[src/rtl/snd_pkg.sv]
`default_nettype none
// ============================================================================
// Module      : snd_pkg
// Description : Shared types and constants for the sound-out sequencer.
// Revision    : 1.0 - initial release
// ============================================================================
package snd_pkg;

    localparam int SAMPLE_W = 32;
    localparam logic [SAMPLE_W-1:0] SILENCE = 32'h0;

    typedef enum logic [2:0] {
        ST_IDLE  = 3'd0,
        ST_START = 3'd1,
        ST_PRIME = 3'd2,
        ST_RUN   = 3'd3,
        ST_DRAIN = 3'd4
    } snd_state_t;

endpackage
`default_nettype wire

[src/rtl/snd_sample_fifo.sv]
`default_nettype none
// ============================================================================
// Module      : snd_sample_fifo
// Description : Synchronous sample FIFO with async reset and occupancy count.
// Revision    : 1.0 - initial release
// ============================================================================
module snd_sample_fifo #(
    parameter int DEPTH = 8,
    parameter int WIDTH = 32
) (
    input  logic                     clk,
    input  logic                     reset,
    input  logic                     push,
    input  logic [WIDTH-1:0]         wdata,
    input  logic                     pop,
    output logic [WIDTH-1:0]         rdata,
    output logic [$clog2(DEPTH):0]   count,
    output logic                     full,
    output logic                     empty
);

    localparam int AW = $clog2(DEPTH);

    logic [WIDTH-1:0] mem [DEPTH];
    logic [AW-1:0]    wr_ptr;
    logic [AW-1:0]    rd_ptr;
    logic [AW:0]      cnt;
    logic             do_push;
    logic             do_pop;

    assign do_push = push && !full;
    assign do_pop  = pop && !empty;
    assign full    = (cnt == (AW+1)'(DEPTH));
    assign empty   = (cnt == '0);
    assign count   = cnt;
    // Head is read combinationally so a pop returns the oldest entry even
    // when a push lands in the same cycle.
    assign rdata   = mem[rd_ptr];

    always_ff @(posedge clk or posedge reset) begin
        if (reset) begin
            wr_ptr <= '0;
            rd_ptr <= '0;
            cnt    <= '0;
        end else begin
            if (do_push) wr_ptr <= wr_ptr + AW'(1);
            if (do_pop)  rd_ptr <= rd_ptr + AW'(1);
            case ({do_push, do_pop})
                2'b10:   cnt <= cnt + (AW+1)'(1);
                2'b01:   cnt <= cnt - (AW+1)'(1);
                default: cnt <= cnt;
            endcase
        end
    end

    always_ff @(posedge clk) begin
        if (do_push) mem[wr_ptr] <= wdata;
    end

endmodule
`default_nettype wire

[src/rtl/audio_out_sequencer.sv]
`default_nettype none
// ============================================================================
// Module      : audio_out_sequencer
// Description : Sound-out sequencer: start/stop FSM, burst DMA requests,
//               sample buffering and tick-paced delivery to the I2S sender.
// Revision    : 1.0 - initial release
// ============================================================================
module audio_out_sequencer
    import snd_pkg::*;
#(
    parameter int FIFO_DEPTH      = 8,
    parameter int SAMPLES_PER_REQ = 4,
    parameter int PRIME_LEVEL     = 4,
    parameter int UNDERRUN_W      = 8
) (
    input  logic                  clk,
    input  logic                  reset,
    input  logic                  cmd_start,
    input  logic                  cmd_stop,
    input  logic                  cmd_22k,
    output logic                  dma_req,
    input  logic                  smp_valid,
    input  logic [SAMPLE_W-1:0]   smp_data,
    output logic                  smp_ready,
    input  logic                  snd_req_tick,
    input  logic                  snd_req_mode,
    output logic                  snd_valid,
    output logic [SAMPLE_W-1:0]   snd_data,
    output logic                  snd_start,
    output logic                  snd_end,
    output logic                  snd_22k,
    output logic                  active,
    output logic [UNDERRUN_W-1:0] underrun_cnt,
    input  logic                  underrun_clr
);

    localparam int CW = $clog2(FIFO_DEPTH) + 1;
    localparam int OW = $clog2(SAMPLES_PER_REQ + 1);
    localparam logic [CW-1:0] PRIME_CNT   = CW'(PRIME_LEVEL);
    localparam logic [CW-1:0] REQ_MAX_CNT = CW'(FIFO_DEPTH - SAMPLES_PER_REQ);
    localparam logic [OW-1:0] REQ_SAMPLES = OW'(SAMPLES_PER_REQ);

    snd_state_t          state;
    snd_state_t          state_nxt;
    logic [CW-1:0]       fifo_count;
    logic                fifo_full;
    logic                fifo_empty;
    logic [SAMPLE_W-1:0] fifo_rdata;
    logic [OW-1:0]       outstanding;
    logic                tick_act;
    logic                running;
    logic                fifo_pop;
    logic                fifo_push;
    logic                underrun;
    logic                end_now;
    logic                accept;
    logic                req_ok;

    assign tick_act  = snd_req_tick && snd_req_mode;
    assign running   = (state == ST_RUN) || (state == ST_DRAIN);
    assign fifo_pop  = tick_act && running && !fifo_empty;
    assign underrun  = tick_act && (state == ST_RUN) && fifo_empty;
    assign end_now   = tick_act && (state == ST_DRAIN) && fifo_empty;
    assign smp_ready = (outstanding != '0) && !fifo_full;
    assign accept    = smp_valid && smp_ready;
    // A sample arriving on the very tick that ends playback is dropped.
    assign fifo_push = accept && !end_now;
    assign req_ok    = (outstanding == '0) && (fifo_count <= REQ_MAX_CNT);

    snd_sample_fifo #(
        .DEPTH (FIFO_DEPTH),
        .WIDTH (SAMPLE_W)
    ) u_fifo (
        .clk   (clk),
        .reset (reset),
        .push  (fifo_push),
        .wdata (smp_data),
        .pop   (fifo_pop),
        .rdata (fifo_rdata),
        .count (fifo_count),
        .full  (fifo_full),
        .empty (fifo_empty)
    );

    always_ff @(posedge clk or posedge reset) begin
        if (reset) state <= ST_IDLE;
        else       state <= state_nxt;
    end

    always_comb begin
        state_nxt = state;
        snd_start = 1'b0;
        dma_req   = 1'b0;
        active    = (state != ST_IDLE);
        case (state)
            ST_IDLE: begin
                if (cmd_start && !cmd_stop) state_nxt = ST_START;
            end
            ST_START: begin
                snd_start = 1'b1;
                state_nxt = ST_PRIME;
            end
            ST_PRIME: begin
                dma_req = req_ok;
                if (cmd_stop)                       state_nxt = ST_DRAIN;
                else if (fifo_count >= PRIME_CNT)   state_nxt = ST_RUN;
            end
            ST_RUN: begin
                dma_req = req_ok;
                if (cmd_stop) state_nxt = ST_DRAIN;
            end
            ST_DRAIN: begin
                if (end_now) state_nxt = ST_IDLE;
            end
            default: state_nxt = ST_IDLE;
        endcase
    end

    always_ff @(posedge clk or posedge reset) begin
        if (reset) begin
            snd_22k     <= 1'b0;
            outstanding <= '0;
            snd_valid   <= 1'b0;
            snd_end     <= 1'b0;
            snd_data    <= SILENCE;
        end else begin
            if ((state == ST_IDLE) && cmd_start && !cmd_stop) snd_22k <= cmd_22k;

            if (end_now)      outstanding <= '0;
            else if (dma_req) outstanding <= REQ_SAMPLES;
            else if (accept)  outstanding <= outstanding - OW'(1);

            snd_valid <= fifo_pop || underrun;
            snd_end   <= end_now;
            if (fifo_pop)      snd_data <= fifo_rdata;
            else if (underrun) snd_data <= SILENCE;
        end
    end

    always_ff @(posedge clk or posedge reset) begin
        if (reset)
            underrun_cnt <= '0;
        else if (underrun_clr)
            underrun_cnt <= '0;
        else if (underrun && (underrun_cnt != '1))
            underrun_cnt <= underrun_cnt + UNDERRUN_W'(1);
    end

endmodule
`default_nettype wire
[config.mk]
export PLATFORM = sky130hd
export DESIGN_NAME = audio_out_sequencer
export DESIGN_NICKNAME = d
export VERILOG_FILES = /design/src/rtl/snd_pkg.sv /design/src/rtl/snd_sample_fifo.sv /design/src/rtl/audio_out_sequencer.sv
export SDC_FILE = /design/constraint.sdc
export NUM_CORES = 1
export LEC_CHECK = 0
export CAP_MARGIN = 40
export CORE_AREA = 2 2 177 179
export DETAILED_ROUTE_END_ITERATION = 10
export DIE_AREA = 0 0 179 181
export SLEW_MARGIN = 20
export SYNTH_ARGS = -nofsm -noshare
export SYNTH_HDL_FRONTEND = slang
export SYNTH_HIERARCHICAL = 1
export SYNTH_SLANG_ARGS = --single-unit
[constraint.sdc]
create_clock -name clk -period 4.01 [get_ports clk]
set_input_delay 0.401 -clock clk [delete_from_list [all_inputs] [get_ports clk]]
set_output_delay 0.401 -clock clk [all_outputs]
set_load 0.01 [all_outputs]
==> results_dict.tcl <==
set metrics [dict create \
    status "finished clean" \
    tns_ps 0 \
    cp_slowest_stage_delay_ps 520 \
    post_cts_resized 0 \
    async_reset_ff_share_pct 18.7 \
    clock_sinks 315 \
    io_pins 88 \
    dp_hpwl_um 15400 \
    dr.first_iter.drc_count 392 \
    hold_viol 0 \
    critPathCaptureType "flip-flop" \
    reg2reg_to "u_fifo/count[3]" \
    tightest_slew_ps 669 \
    numPortBuffers 87 \
    area_growth_pct 19.8 \
    postCtsHoldBufs 0 \
    slowest_stage "or4b_1" \
    power.leakage_nw 5.27 \
    slew_headroom_pct 55.3 \
    slew_viol_final 0 \
    final_common_cell "edfxtp_1" \
    diodes 0 \
    dieWidth_um 179 \
    syn_nets 728 \
    start_util_pct 41.6 \
    synth_flop_cell "edfxtp_1" \
    synth.avg_cell_area_um2 18.6 \
    rrSetupSlack_ps 500 \
    arrival_ps 3880 \
    worst_hold_path_type "in -> async" \
    cellPowerDensity_mw_per_mm2 675 \
    timing.final.crit_share_pct 87.6 \
    grt_max_degree 49 \
    drc 0 \
    setup_viol 0 \
    place_ws_ps 506 \
    die_y_um 181 \
    critPathLaunch "u_fifo/count[0]" \
    rsz0062_at_grt "no" \
    setup_slack_ps 496 \
    rows 64 \
    grt_pass1_wl_um 39400 \
    grt_remaining_overflow 0 \
    max_freq_mhz 285 \
    post-cts-setup-buffer-count 0 \
    viasPerCell 5.35 \
    gp_congestion 0.796 \
    rr_worst_depth 10 \
    netlist.area_leader.share_pct 60.8 \
    hold_slack_ps 278 \
    clock_latency_ps 510 \
    synth_top_cell_by_area "edfxtp_1" \
    netlist_area_mm2 0.0126 \
    wl_per_cell_um 21.0 \
    cts-buffers-inserted 35 \
    yosys_warnings 6 \
    synth_edf_count 256 \
    timing.rr.start "u_fifo/count[0]" \
    path_clk_slew_ps 60 \
    ir_drop_mv 0.311 \
    vias 6464 \
    dieArea_mm2 0.0324 \
    max-clock-path-buffers 3 \
    firstDrtPassIters 5 \
    fin_skew_ps 15.4 \
    grtUsageTotal_pct 16.1 \
    postLayoutCoreUtil_pct 49.9 \
    grt_pass1_vias 6681 \
    path_common_cell "ha_1" \
    startpoint_type "flip-flop" \
    maxCapViolations 0 \
    syn_inst 678 \
    cp_cell_sequence "or4b_4 -> inv_1 -> nor3b_1 -> nor2b_1 -> nand2_1 -> ha_1 -> ha_1 -> or4b_1 -> o311ai_0 -> o211ai_1" \
    wirelength_um 25400 \
    cts_tree "done" \
    synth.distinct_cells 50 \
    critPathKind "reg -> reg" \
    ys_top_cells_by_area "edfxtp_1 61%, dfrtp_1 12%, mux4_2 6.4%, mux4_1 5.8%, mux2_2 3.0%" \
    fillers 2495 \
    final_cell_mix "256 x edfxtp_1, 87 x clkdlybuf4s50_1, 77 x nand2_1" \
    finalNetCount 837 \
    root_buffer "clkbuf_16" \
    htree_levels 2 \
    cp_max_fo 9 \
    ys_ff_latch 315 \
    yosysSeqAreaShare_pct 72.5 \
    ant_nets 0 \
    drive_above_1_share_pct 18.8 \
    cp-endpoint "u_fifo/count[3]" \
    min_period_ps 3510 \
    coreArea_mm2 0.0303 \
    required_ps 4380 \
    antenna_found_initial 0 \
]
cell usage after synthesis, drive strengths merged, types with 4 or more instances:
cell      n
a21oi    10
buf      28
clkbuf    6
dfrtp    59
edfxtp  256
ha        8
inv      13
mux2     36
mux4     64
nand2    77
nand3    43
nor2     14
nor3      4
nor3b     7
o21ai     6
or4       4
xnor2     7
critical path: cells and delay by family, from the launching register on:
kind	cells	cell delay, ps
AOI/OAI and AO/OA	2	260
adders and majority gates	2	740
and+or+nand+nor	5	1790
buffers and inverters	1	70
DFF	1	510
stage by stage:
step	area, µm²	total power, mW	std cells
after floorplan	12600	6.35	678
after global placement	14000	7.21	1142
after detailed placement	14100	7.37	1146
after CTS	15100	10.4	1208
after global routing	15100	10.7	1208
final	15100	10.2	1208
kinds of logic (layout without fill, tap and decap cells):
kind of cell / count (synthesis) / in the layout / synth area share (%)
flops: 315 / 315 / 72.5
simple gates: 169 / 169 / 6.52
mux: 101 / 101 / 15.5
buf+inv: 48 / 182 / 2.46
compound gates: 28 / 28 / 1.48
fa+ha+maj: 9 / 9 / 0.951
xor+xnor: 8 / 8 / 0.555
registers in the layout, indices dropped and copies added (netlist names):
register,count
outstanding,3
snd_end,1
u_fifo/count,4
snd_valid,1
state,3
u_fifo/wr_ptr,3
u_fifo/rd_ptr,3
snd_22k,1
u_fifo/mem,256
snd_data,32
underrun_cnt,8
how the worst min path moves through the flow:
stage	from	endpoint	depth (start not counted)
floorplan	reset	u_fifo/count[0]	1
global placement	snd_data[6]	snd_data[6]	2
detailed placement	snd_data[30]	snd_data[30]	2
CTS	reset	u_fifo/count[0]	2
global route	reset	u_fifo/count[0]	2
finish	reset	u_fifo/wr_ptr[0]	2
report_power, final:
part	internal [mW]	switching (mW)	total [mW]
Combinational	1.43	1.28	2.71
Sequential	4.19	0.358	4.54
Clock	1.76	1.20	2.96
layout make-up:
type | count | area (µm²) | area share (%)
flip-flops and latches | 315 | 9170 | 60.6
inverters | 14 | 53.8 | 0.356
repair buffers | 106 | 1120 | 7.39
clock buffers | 49 | 971 | 6.42
multi-input cells | 315 | 3230 | 21.3
well taps | 396 | 495 | 3.27
clock inverters | 13 | 93.8 | 0.620
per-layer routing:
metal | track usage [%] | wire, µm
met4 | 4.13 | 431
met3 | 2.71 | 1290
met1 | 22.4 | 11100
met2 | 26.5 | 12600
met5 | 0 | 0
(Power assumes the default switching activity.)
